### src/rtl/quad_velocity_sampler.sv
// rtl/quad_velocity_sampler.sv - x4 quadrature decoder with position accumulator and windowed velocity
module quad_velocity_sampler #(
   parameter int CNT_W = 16,
   parameter int POS_W = 32
) (
   input  logic                    clk,
   input  logic                    rst,
   input  logic                    sample_tick,
   input  logic                    enc_a,
   input  logic                    enc_b,
   output logic signed [POS_W-1:0] position,
   output logic signed [CNT_W-1:0] velocity,
   output logic                    vel_valid,
   output logic                    dir,
   output logic [7:0]              err_cnt
);

   localparam logic signed [POS_W-1:0] POS_ONE = POS_W'(1);
   localparam logic signed [CNT_W-1:0] WIN_ONE = CNT_W'(1);
   localparam logic signed [CNT_W-1:0] WIN_MAX = {1'b0, {(CNT_W-1){1'b1}}};
   localparam logic signed [CNT_W-1:0] WIN_MIN = {1'b1, {(CNT_W-1){1'b0}}};

   logic [1:0]              s1_q, s1_d;
   logic [1:0]              s2_q, s2_d;
   logic [1:0]              prev_q, prev_d;
   logic [1:0]              prime_q, prime_d;
   logic signed [POS_W-1:0] position_q, position_d;
   logic signed [CNT_W-1:0] win_q, win_d;
   logic signed [CNT_W-1:0] velocity_q, velocity_d;
   logic                    vel_valid_q, vel_valid_d;
   logic                    dir_q, dir_d;
   logic [7:0]              err_cnt_q, err_cnt_d;

   logic                    primed;
   logic                    step_fwd;
   logic                    step_rev;
   logic                    step_ill;
   logic signed [CNT_W-1:0] win_sum;

   // Classify the {prev, s2} transition; nothing is decoded until the prime counter has run out
   always_comb begin
      step_fwd = 1'b0;
      step_rev = 1'b0;
      step_ill = 1'b0;
      primed   = (prime_q == 2'd3);
      case ({prev_q, s2_q})
         4'b0001, 4'b0111, 4'b1110, 4'b1000: step_fwd = 1'b1;
         4'b0010, 4'b1011, 4'b1101, 4'b0100: step_rev = 1'b1;
         4'b0011, 4'b1100, 4'b0110, 4'b1001: step_ill = 1'b1;
         default: ;
      endcase
      if (!primed) begin
         step_fwd = 1'b0;
         step_rev = 1'b0;
         step_ill = 1'b0;
      end
   end

   // Next-state logic: synchronizer, priming, position, saturating window and tick latch
   always_comb begin
      s1_d    = {enc_a, enc_b};
      s2_d    = s1_q;
      prev_d  = s2_q;
      prime_d = primed ? prime_q : prime_q + 2'd1;

      position_d = position_q;
      win_sum    = win_q;
      dir_d      = dir_q;
      err_cnt_d  = err_cnt_q;

      if (step_fwd) begin
         position_d = position_q + POS_ONE;
         win_sum    = (win_q == WIN_MAX) ? win_q : win_q + WIN_ONE;
         dir_d      = 1'b1;
      end else if (step_rev) begin
         position_d = position_q - POS_ONE;
         win_sum    = (win_q == WIN_MIN) ? win_q : win_q - WIN_ONE;
         dir_d      = 1'b0;
      end else if (step_ill && (err_cnt_q != 8'hFF)) begin
         err_cnt_d = err_cnt_q + 8'd1;
      end

      // An edge decoded in the tick cycle is folded into the window being closed
      if (sample_tick) begin
         velocity_d  = win_sum;
         win_d       = '0;
         vel_valid_d = 1'b1;
      end else begin
         velocity_d  = velocity_q;
         win_d       = win_sum;
         vel_valid_d = 1'b0;
      end
   end

   // State registers; reset discards any partial window
   always_ff @(posedge clk or posedge rst) begin
      if (rst) begin
         s1_q        <= 2'b00;
         s2_q        <= 2'b00;
         prev_q      <= 2'b00;
         prime_q     <= 2'd0;
         position_q  <= '0;
         win_q       <= '0;
         velocity_q  <= '0;
         vel_valid_q <= 1'b0;
         dir_q       <= 1'b1;
         err_cnt_q   <= 8'd0;
      end else begin
         s1_q        <= s1_d;
         s2_q        <= s2_d;
         prev_q      <= prev_d;
         prime_q     <= prime_d;
         position_q  <= position_d;
         win_q       <= win_d;
         velocity_q  <= velocity_d;
         vel_valid_q <= vel_valid_d;
         dir_q       <= dir_d;
         err_cnt_q   <= err_cnt_d;
      end
   end

   assign position  = position_q;
   assign velocity  = velocity_q;
   assign vel_valid = vel_valid_q;
   assign dir       = dir_q;
   assign err_cnt   = err_cnt_q;

endmodule
### config.mk
export PLATFORM = sky130hd
export DESIGN_NAME = quad_velocity_sampler
export DESIGN_NICKNAME = d
export VERILOG_FILES = /design/src/rtl/quad_velocity_sampler.sv
export SDC_FILE = /design/constraint.sdc
export NUM_CORES = 1
export LEC_CHECK = 0
export ABC_AREA = 1
export CORE_ASPECT_RATIO = 1.75
export CORE_MARGIN = 3
export CORE_UTILIZATION = 63
export CTS_CLUSTER_SIZE = 24
export DETAILED_ROUTE_END_ITERATION = 16
export PLACE_DENSITY = 0.87
export SLEW_MARGIN = 30
export SYNTH_ARGS = -nofsm -noshare
export SYNTH_HDL_FRONTEND = slang
export SYNTH_SLANG_ARGS = --single-unit
### constraint.sdc
create_clock -name clk -period 7.9 [get_ports clk]
set_clock_uncertainty 0.1 [all_clocks]
set_input_delay 1.58 -clock clk [delete_from_list [all_inputs] [get_ports clk]]
set_output_delay 1.58 -clock clk [all_outputs]
set_load 0.02 [all_outputs]
Word-level counts from Yosys, hierarchy flattened
Index checks and enable logic that the tools add are counted.
{"block": "classes", "shift": 0, "reduce_logical": 6, "n_bitwise": 2, "n_lt_le_gt_ge": 0, "n_div": 0, "n_eq_ne": 16, "mul": 0, "mux": 16, "n_addsub": 6}
{"operator": "16-bit two-way mux", "count": 5}
{"operator": "32-bit two-way mux", "count": 2}
{"operator": "32-bit by 2-bit adder with 32-bit output (second input constant)", "count": 1}
{"operator": "16-bit == test (second input constant)", "count": 2}
{"operator": "32-bit by 2-bit subtractor with 32-bit output (second input constant)", "count": 1}
{"operator": "4-bit == test (second input constant)", "count": 6}
{"operator": "16-bit by 2-bit adder with 16-bit output (second input constant)", "count": 1}
{"operator": "16-bit by 2-bit subtractor with 16-bit output (second input constant)", "count": 1}
{"operator": "4-bit by 3-bit == test with 1-bit output (second input constant)", "count": 3}
{"operator": "4-bit OR reduction", "count": 3}
{"operator": "1-bit two-way mux", "count": 9}
{"operator": "8-bit by 1-bit adder with 8-bit output (second input constant)", "count": 1}
{"operator": "4-bit by 2-bit == test with 1-bit output (second input constant)", "count": 2}
{"operator": "8-bit inequality test (second input constant)", "count": 1}
{"operator": "4-bit by 1-bit == test with 1-bit output (second input constant)", "count": 1}
{"operator": "3-bit AND reduction", "count": 1}
{"operator": "2-bit by 1-bit adder with 2-bit output (second input constant)", "count": 1}
{"operator": "2-bit == test (second input constant)", "count": 1}
{"operator": "1-bit NOT", "count": 2}
{"operator": "2-bit nonzero test", "count": 1}
{"operator": "1-bit logical AND", "count": 1}
{"block": "word_totals", "mem_bits_ro": 0, "elab_cells": 56, "out_inout_bits": 58, "mem_count": 0, "in_bits": 5, "latch_bits": 0, "reg_bits": 82, "ramBits": 0}

Depth between registers and ports, before layout
Gate-level depths: netlist of the first run.
{"block": "depth", "word_depth": 7, "depth_mapped": 17, "ltp_nobuf": 15}

Worst setup path after synthesis of the first run
No wires, ideal clock.
{"block": "synth_path", "path_kind": "flip-flop to flip-flop", "startpoint": "reg prime_q[0]", "endpoint": "reg position_q[13], in the netlist position[13]", "period_less_slack_ns": 3.409, "slack_ns": 4.491, "arrival_ns": 3.192, "required_time_ns": 7.683, "stages_incl_launch_ff": 14, "path_buffers": 2, "setup_ns": 0.117, "path_cell_list": "dfrtp_1 -> ha_1 -> clkbuf_2 -> nand3_4 -> clkbuf_1 -> ha_1 -> or2_2 -> nand3_1 -> nand2_1 -> nand2_1 -> nand2_1 -> or2_2 -> nand3_1 -> nand2_1"}
{"block": "synth_via", "elab_chain_len": 3, "elab_cells_between_ends": 5, "classes_between": "eq/ne (1); mux (3); reduce/logical (1)"}
{"item": "start: declaration", "line_no": "26", "rtl": "logic [1:0] prime_q, prime_d;"}
{"item": "start signal: assignment", "line_no": "112", "rtl": "prime_q <= prime_d;"}
{"item": "2-bit == test *", "line_no": "45", "rtl": "primed = (prime_q == 2'd3);"}
{"item": "1-bit two-way mux", "line_no": "52", "rtl": "if (!primed) begin"}
{"item": "32-bit two-way mux / 2-bit nonzero test (equally long branches)"}
{"item": "end signal: assignment", "line_no": "113", "rtl": "position_q <= position_d;"}
{"item": "end: declaration", "line_no": "27", "rtl": "logic signed [POS_W-1:0] position_q, position_d;"}
Every way passes the cells marked *; elsewhere a longest branch is shown, timed or not.
A chain may end at the register's enable or synchronous reset.

Worst setup path after layout of the first run
{"block": "layout_path", "startpoint": "reg s2_q[1], in the netlist prev_d[1]", "endpoint": "reg position_q[12], in the netlist position[12]"}
{"block": "layout_via", "elab_chain_len": 5, "elab_cells_between_ends": 16, "classes_between": "eq/ne (8); mux (5); reduce/logical (3)"}
{"item": "start: declaration", "line_no": "24", "rtl": "logic [1:0] s2_q, s2_d;"}
{"item": "start signal: assignment", "line_no": "99", "rtl": "s2_q <= 2'b00;"}
{"item": "start signal: assignment", "line_no": "110", "rtl": "s2_q <= s2_d;"}
{"item": "4-bit by 1-bit == test with 1-bit output (tied with other cells)", "line_no": "46", "rtl": "case ({prev_q, s2_q})"}
{"item": "4-bit OR reduction", "line_no": "46"}
{"item": "1-bit two-way mux", "line_no": "46"}
{"item": "1-bit two-way mux", "line_no": "52"}
{"item": "32-bit two-way mux / 2-bit nonzero test (equally long branches)"}
Parallel ways exist; a longest one is shown, timed or not.

==> results of run 1 <==
[flip-flops by register name, summed over array words and instances, names as in the netlist]
name and count:
velocity 16, dir 1, prev_q 2, prime_q 2, prev_d 2, err_cnt 8, position 32, win_q 16
vel_valid 1, s1_q 2
[through the flow]
step / setup WS, ns / cells / power (mW) / hold slack (ns) / util
final: 4.35 / 1214 / 3.06 / 0.265 / 0.753
after global routing: 4.11 / 1214 / 3.30 / 0.268 / 0.753
after CTS: 4.39 / 1214 / 3.04 / 0.266 / 0.753
after detailed placement: 4.44 / 1198 / 2.58 / 0.250 / 0.722
after global placement: 4.45 / 1198 / 2.54 / 0.245 / 0.722
after floorplan: 4.11 / 1031 / 1.98 / 0.231 / -
[cells in the final DEF (no fill, tap or decap), drive strengths merged]
master,synthesis,final
dfstp,1,1
and2,2,2
dfrtp,81,81
inv,137,140
o211ai,2,2
nand2,436,436
o21bai,3,3
a21o,2,2
xor2,21,21
xnor2,14,14
nand3b,11,11
a31oi,1,1
fa,1,1
clkbuf,6,9
clkdlybuf4s50,0,62
nor3,13,13
clkinv,1,3
nand4,8,8
a21oi,22,22
bufinv,0,1
or2,5,5
o21ai,26,26
ha,35,35
buf,17,3
clkinvlp,0,1
nor2,91,91
nand3,95,95
[Yosys cell counts (3+ instances only)]
master and n:
clkbuf_1 4, or2_2 5, xnor2_1 13, o21bai_1 3
nand2_1 436, xor2_1 20, o21ai_0 12, ha_1 35
dfrtp_1 81, nand4_1 8, nand3_1 93, inv_1 135
a21oi_1 22, buf_2 12, nand3b_1 11, nor2_1 90
o21ai_1 14, nor3_1 10
[worst max-delay path, delay by kind of cell, from the launching register on]
family                   cells  cell delay [ns]
XOR/XNOR                     1             0.33
AND/OR/NAND/NOR              8             1.64
buffers and inverters        2             0.60
flip-flops                   1             0.43
adder cells (fa/ha/maj)      1             0.31
[per-layer routing]
layer / part of all wire / up-vias / global-route usage
li1: - / 3313 / -
met1: 0.34 / 3006 / 0.309
met2: 0.55 / 269 / 0.640
met3: 0.039 / 110 / 0.0333
met4: 0.075 / 0 / 0.250
met5: 0 / - / 0
[worst max-delay path by stage]
stage / startpoint / endpoint / slack, ns / cells past startpoint
2_1_floorplan: rst / err_cnt[0] / 4.11 / 1
3_3_place_gp: sample_tick / velocity[1] / 4.45 / 5
4_1_cts: prev_d[1] / position[12] / 4.39 / 12
5_1_grt: prev_d[1] / position[12] / 4.11 / 12
3_5_place_dp: sample_tick / velocity[1] / 4.44 / 4
6_report: prev_d[1] / position[12] / 4.35 / 12
[cell type report]
| class | instances | area, um^2 | area share |
|---|---|---|---|
| Clock inverter | 7 | 82.6 | 0.0110 |
| Inverter | 138 | 522 | 0.0695 |
| Sequential cell | 82 | 2050 | 0.274 |
| Timing Repair Buffer | 65 | 647 | 0.0862 |
| Tap cell | 125 | 156 | 0.0208 |
| Multi-Input combinational cell | 788 | 3820 | 0.509 |
| Clock buffer | 9 | 225 | 0.0300 |
[power breakdown]
group / total [mW] / switching [mW] / leakage [nW] / internal (mW)
logic: 1.92 / 1.20 / 2.94 / 0.717
clock network: 0.451 / 0.199 / 0.150 / 0.252
registers: 0.688 / 0.137 / 1.01 / 0.551
total: 3.06 / 1.54 / 4.11 / 1.52
[cells by family after synthesis]
group           Yosys count  synth area share
simple gates            661             0.420
buf+inv                 161            0.0992
flops                    82             0.315
compound gates           56            0.0459
fa+ha+maj                36            0.0702
xor+xnor                 35            0.0493
==> summary.txt, run 1 <==
core area: 0.00997 mm^2
CP Capture Type: flop
R2R Setup Slk: 4.35 ns
worst-case vdd ir drop: 277 uV
area of the die: 0.0117 mm^2
share of cells above drive strength 1: 0.0331
placed cell areas: 0.00720 mm^2
# setup viols final: 0
cts-stage hold buffer count: 0
Async SR Flop Fraction: 1.00
status: complete, no violations
ANT cells: 0
Tot GR Track Use: 0.330
type of origin of the critical path: flop
cell count after synthesis: 1031
largest area contributor in the netlist: dfrtp_1
CTS buffer count: 9
synth top area cells: dfrtp_1, nand2_1, inv_1
syn_nets: 1072
Distinct cells, synth: 38
routed len/inst: 15.6 um
Hold/Removal Path Class: flop to flop
fin nets: 1125
I/O Buffers: 62
LEAKAGE: 4.11 nW
Post-DRT Antenna Nets: 0
postcts setup bufs: 0
Post-synth top flop: dfrtp_1
largest net degree at the start of global routing: 83
unrepaired setup endpoints after global routing: false
min cycle time layout: 3.55 ns
Synth top area share: 0.311
clock buffer depth: 2
worst-margin pin slew: 0.897 ns
Hold Path End: prev_d[0]
period utilisation layout: 0.450
WP data required: 8.04 ns
Die X: 82.9 um
Seq cells post-synth: 82
pwr/cell area: 407 mW/mm^2
CP Max Fanout: 47
Die Span Y: 141 um
synthesized area: 0.00652 mm^2
Max Slew Vio Count: 0
grt ovf: 0
via count: 6698
starting density of the core: 0.654
syn_area_per_cell: 6.32 um^2
most used cell, CP: nand3_1
clk_lat worst skew: 0.35 ns
GPL Wtd Cong: 0.958
hold path depth: 0
initial DRC count: 411
first-pass GRT wire length: 30.9 mm
Post-CTS Resized: 0
critical-path cell list: xnor2_2 -> nand3_4 -> inv_2 -> fa_1 -> inv_1 -> nand3_1 -> nand3_1 -> nand3_1 -> nand3_1 -> or2_2 -> nand3_1 -> nand2_1
fin area: 0.00751 mm^2
Slew headroom: 0.400
drt drc: 0
Critical Path AT: 3.69 ns
Layout area overhead: 15.1%
largest stage delay on the critical path: 0.59 ns
Pre-antenna DRT Iters: 5
initial antenna violation count: 0
Reg2Reg Capture Point: position[12]
Crit-path slowest cell: nand3_4
TritonCTS clock tree: built
critical setup path kind: flop to flop
hold_sp: s1_q[0]
htree depth: 3
fillers: 856
depth of the worst register-to-register path: 12
vias in the first global route: 6692
Achievable Freq: 281 MHz
Clock Sinks: 82
number of flops mapped to enable cells by yosys: 0
Total Routed Length: 19.0 mm
reg2reg start: prev_d[1]
clk root buf: clkbuf_16
Hold Violations, Final: 0
max-cap violation count: 0
clk slew on worst S/H paths: 0.07 ns
Warnings, synthesis: 0
sequential area share after synthesis: 0.315
std cell rows: 48
DPL Wire Length: 14.4 mm
setup TNS: 0 ns
io pins: 63
vias per cell: 5.52
No activity file was read; power rests on OpenSTA's default activity.
==> run 2, diff against run 1 <==
Settings changed: CORE_UTILIZATION 63 to 53, PLACE_DENSITY 0.87 to 0.78.
Clock period 7.9 ns to 3.2 ns, I/O delays scaled along.
==> run 2 against run 1 <==
Power rose by 150%. Design area up 1.9%. First-iteration DRC count is 36% lower. Hold slack got worse by 0.010 ns. Largest cell class unchanged. Highest routed layer unchanged.
==> summary.txt, run 2 (synthesis results as in run 1) <==
first-pass GRT wire length: 30.1 mm
via count: 6498
vias per cell: 5.15
TritonCTS clock tree: built
status: complete, no violations
min cycle time layout: 2.84 ns
switching power: 3.65 mW
internal cell power: 3.84 mW
GPL Wtd Cong: 0.975
clock buffer depth: 2
Comb pwr share: 0.622
Slew headroom: 0.428
clk root buf: clkbuf_16
worst-margin pin slew: 0.855 ns
setup TNS: 0 ns
Achievable Freq: 352 MHz
core area: 0.0120 mm^2
Hold/Removal Path Class: flop to flop
CP Capture Type: flop
Die Span Y: 153 um
# setup viols final: 0
switch share: 0.488
drt drc: 0
Layout Cells excl Fill: 1261
io pins: 63
Clock Sinks: 82
type of origin of the critical path: flop
initial antenna violation count: 0
initial DRC count: 265
WP data required: 3.33 ns
Pre-antenna DRT Iters: 5
pwr/cell area: 979 mW/mm^2
Seq pwr share: 0.228
worst-case vdd ir drop: 601 uV
routed len/inst: 14.1 um
period utilisation layout: 0.887
Final Power: 7.49 mW
Total Routed Length: 17.8 mm
register area: 0.00205 mm^2
number of flip-flops in the largest register: 32
hold slack: 0.255 ns
ANT cells: 0
unrepaired setup endpoints after global routing: false
clock share of power: 0.150
CP Max Fanout: 17
Tot GR Track Use: 0.270
Die X: 89.8 um
grt ovf: 0
vias in the first global route: 6562
largest net degree at the start of global routing: 39
commonest non-fill, non-tap cell in the layout: nand2_1
DPL Wire Length: 13.9 mm
max-cap violation count: 0
fin nets: 1132
commonest cells after routing, fill and taps aside: nand2_1, inv_1, nand3_1
share of cells above drive strength 1: 0.0383
LEAKAGE: 4.15 nW
Layout area overhead: 17.3%
critical setup path kind: flop to flop
starting density of the core: 0.543
htree depth: 3
Final Util: 0.637
Critical Path AT: 2.97 ns
Post-CTS Resized: 0
Max Slew Vio Count: 0
clk slew on worst S/H paths: 0.06 ns
I/O Buffers: 62
clk_lat worst skew: 0.34 ns
std cell rows: 53
area of the die: 0.0137 mm^2
CTS buffer count: 9
Multi-input gate area: 0.00383 mm^2
fillers: 1097
Cells after DPL: 1244
Post-DRT Antenna Nets: 0
Hold Violations, Final: 0
run 2: timing repair:
action                     4_1_cts  5_1_grt
buffers inserted                 0        1
setup endpoints to repair        0        5
hold endpoints to repair         0        0
hold buffers                     0        0
run 2: cell type report:
type | count | share of cell area
flip-flops and latches | 82 | 0.268
clock inverters | 5 | 0.0113
repair buffers | 72 | 0.0942
well taps | 165 | 0.0270
inverters | 138 | 0.0682
clock buffers | 11 | 0.0304
multi-input cells | 788 | 0.500
run 2: metal layers:
layer / share of wire / up-vias / wire, um / track usage
met5: 0 / - / 0 / 0
met4: 0.064 / 0 / 1130 / 0.166
met3: 0.034 / 71 / 611 / 0.0311
met2: 0.54 / 177 / 9570 / 0.523
met1: 0.36 / 2931 / 6440 / 0.268
li1: - / 3319 / - / -
run 2: path summary, 6_finish.rpt:
kind,start,to,slack [ns],depth (start not counted)
worst max-delay path,prev_d[1],position[17],0.36,14
worst min-delay path,s1_q[0],prev_d[0],0.26,0
worst max register to register,prev_d[1],position[17],0.36,14
worst min register to register,s1_q[0],prev_d[0],0.26,0
max in group asynchronous,rst,dir,1.78,3
min in group asynchronous,rst,vel_valid,0.55,2
run 2: power by group through the flow:
stage	registers (mW)	logic [mW]	clock network, mW
floorplan	1.95	2.92	0
global placement	1.72	4.56	0
detailed placement	1.72	4.62	0
CTS	1.70	4.65	1.15
global route	1.75	5.26	1.19
finish	1.70	4.66	1.13
run 2: through the flow:
stage	area, um^2	setup WS [ns]
floorplan	6520	0.262
global placement	7300	0.260
detailed placement	7300	0.212
CTS	7620	0.204
global route	7650	0.136
finish	7650	0.363
run 2: critical path: stages (launching register included):
cell     delay, ns
dfrtp_1       0.42
xnor2_2       0.34
nand3_4       0.13
buf_12        0.18
ha_1          0.35
nand2_1       0.14
nor2_1        0.22
and2_1        0.15
nand2_1       0.05
nand2_1       0.20
nand2_1       0.18
nand2_1       0.09
nand2_1       0.05
nand3_1       0.07
nand2_1       0.05
==> run 3, diff against run 2 <==
Settings changed: ABC_AREA 1 to 0, CORE_UTILIZATION 53 to 51, PLACE_DENSITY 0.78 to 0.77.
Clock period 3.2 ns to 2.5 ns, I/O delays scaled along.
==> run 3 against run 2 <==
The run now ends with setup timing left. Critical endpoint is now position[31]. Critical path type unchanged. Largest cell class unchanged. Design area is 4.4% higher. Synthesized cell count down 48%. Wire length shrank 6.6%. Flip-flop and latch count unchanged. Non-clock buffer count increased by 125. Cell count shrank 32%. Die area is 18% lower. Hold slack worse by 0.0076 ns. Global-route usage decreased by 1.3 points. Clock power increased by 20%. Critical path depth decreased by 1.
==> summary.txt, run 3 <==
largest stage delay on the critical path: 0.42 ns
number of flip-flops in the largest register: 32
unrepaired setup endpoints after global routing: true
Die X: 81.4 um
LEAKAGE: 3.52 nW
Pre-antenna DRT Iters: 4
pre-CTS setup slack: -0.555 ns
Buf/Inv on CP: 2
period utilisation layout: 1.24
routed len/inst: 19.5 um
fin nets: 767
vias per cell: 5.83
WP data required: 2.66 ns
R2R Setup Slk: -0.60 ns
Total Routed Length: 16.6 mm
clk_lat worst skew: 0.34 ns
largest area contributor in the netlist: dfrtp_1
Warnings, synthesis: 0
drt drc: 0
core area: 0.00959 mm^2
hold slack: 0.248 ns
Slew headroom: 0.559
min cycle time layout: 3.10 ns
Reg2Reg Capture Point: position[31]
grt ovf: 0
synthesized area: 0.00508 mm^2
via count: 4965
htree depth: 3
fin area: 0.00798 mm^2
Layout area overhead: 57.2%
number of flops mapped to enable cells by yosys: 0
Seq cells post-synth: 82
dominant cell by count in the synthesized netlist: dfrtp_1
synth top area cells: dfrtp_1, ha_1, xor2_1
type of origin of the critical path: flop
Hold/Removal Path Class: flop to flop
pwr/cell area: 1430 mW/mm^2
placed cell areas: 0.00691 mm^2
CP Capture Type: flop
Critical Path AT: 3.26 ns
Hold Path End: prev_d[0]
Final Power: 11.4 mW
DPL Wire Length: 10.2 mm
std cell rows: 47
GPL Wtd Cong: 0.890
io pins: 63
Distinct cells, synth: 63
# setup viols final: 51
Async SR Flop Fraction: 1.00
largest net degree at the start of global routing: 83
I/O Buffers: 62
initial DRC count: 301
hold path depth: 0
critical-path cell list: xnor2_2 -> nand3_4 -> buf_12 -> ha_4 -> buf_6 -> o211ai_1 -> a21oi_2 -> a32o_2 -> a21oi_4 -> o21ai_2 -> a31o_2 -> mux2i_1 -> xnor2_1
Crit-path slowest cell: dfrtp_1
ANT cells: 0
Tot GR Track Use: 0.256
clk root buf: clkbuf_16
Hold Violations, Final: 0
CTS buffer count: 9
synth cell count leaders: dfrtp_1, nor2_1, a21oi_1
hold_sp: s1_q[0]
vias in the first global route: 5159
sequential area share after synthesis: 0.404
first-pass GRT wire length: 23.1 mm
Die Span Y: 138 um
commonest non-fill, non-tap cell in the layout: buf_4
initial antenna violation count: 0
starting density of the core: 0.530
depth of the worst register-to-register path: 13
syn_area_per_cell: 9.44 um^2
status: finished with violations
Final WS setup: -0.596 ns
Synth top area share: 0.399
Clock Sinks: 82
CP Max Fanout: 13
clock buffer depth: 2
syn_nets: 579
Post-synth top flop: dfrtp_1
Achievable Freq: 323 MHz
clk slew on worst S/H paths: 0.06 ns
critical setup path kind: flop to flop
worst-margin pin slew: 0.655 ns
reg2reg start: prev_q[0]
failing checks: setup timing
Post-DRT Antenna Nets: 0
Max Slew Vio Count: 0
max-cap violation count: 0
area of the die: 0.0112 mm^2
worst-case vdd ir drop: 809 uV
TritonCTS clock tree: built
commonest cells after routing, fill and taps aside: buf_4, dfrtp_1, clkdlybuf4s50_1
Top delay family on crit path: compound AO/OA/AOI/OAI gates
Final Util: 0.833
cell count after synthesis: 538
share of cells above drive strength 1: 0.368
[run 3: cell type report]
class	count	area, um^2
multi-input combinational	415	3650
sequential	82	2050
timing repair buffer	197	1740
fill	524	1600
clock buffer	10	239
tap	122	153
inverter	21	83.8
clock inverter	5	63.8
[run 3: cell families after synthesis]
logic type | count (synthesis) | synth area share
AOI/OAI and AO/OA | 142 | 0.178
xor gates and xnor gates | 53 | 0.0914
adders and majority gates | 36 | 0.0902
buffers and inverters | 41 | 0.0318
DFF | 82 | 0.404
muxes | 19 | 0.0384
and+or+nand+nor | 165 | 0.166
[run 3: timing repair]
| action | in CTS | in global routing |
|---|---|---|
| endpoints found under the setup margin | 42 | 56 |
| pin swaps | 16 | 29 |
| cloned | 0 | 0 |
| hold buffers | 0 | 0 |
| gates resized for setup | 43 | 91 |
| setup buffers | 2 | 15 |
[run 3: how the worst max path moves through the flow]
| stage | start | end | slack (ns) | cells past startpoint |
|---|---|---|---|---|
| CTS | prev_d[1] | position[31] | -0.51 | 13 |
| global placement | prev_q[1] | position[31] | -0.50 | 13 |
| finish | prev_q[0] | position[31] | -0.60 | 13 |
| detailed placement | prev_q[0] | position[30] | -0.56 | 13 |
| floorplan | prev_q[1] | position[30] | -0.72 | 13 |
| global route | prev_q[0] | position[22] | -0.69 | 16 |
[run 3: per-stage QoR]
step                std cells  TNS, ns
finish                    852   -12.93
global route              852   -17.70
CTS                       839    -8.39
detailed placement        822    -9.41
global placement          822    -7.44
floorplan                 538   -10.92
[run 3: metal layers]
layer	wire length, um	GRT usage	share of wire
met5	0	0	0
met1	5750	0.278	0.35
met4	878	0.118	0.053
met3	587	0.0391	0.035
met2	9370	0.468	0.56
[run 3: worst register-to-register path: stages (launching register included)]
cell      delay, ns
dfrtp_1        0.42
xnor2_2        0.22
nand3_4        0.13
buf_12         0.18
ha_4           0.26
buf_6          0.12
o211ai_1       0.31
a21oi_2        0.11
a32o_2         0.30
a21oi_4        0.18
o21ai_2        0.10
a31o_2         0.27
mux2i_1        0.19
xnor2_1        0.14
[run 3: report_power, final]
group | internal (mW) | switching (mW) | leakage (nW)
clock | 0.803 | 0.556 | 0.145
sequential | 1.80 | 0.444 | 1.01
combinational | 4.01 | 3.80 | 2.36
total | 6.61 | 4.80 | 3.52
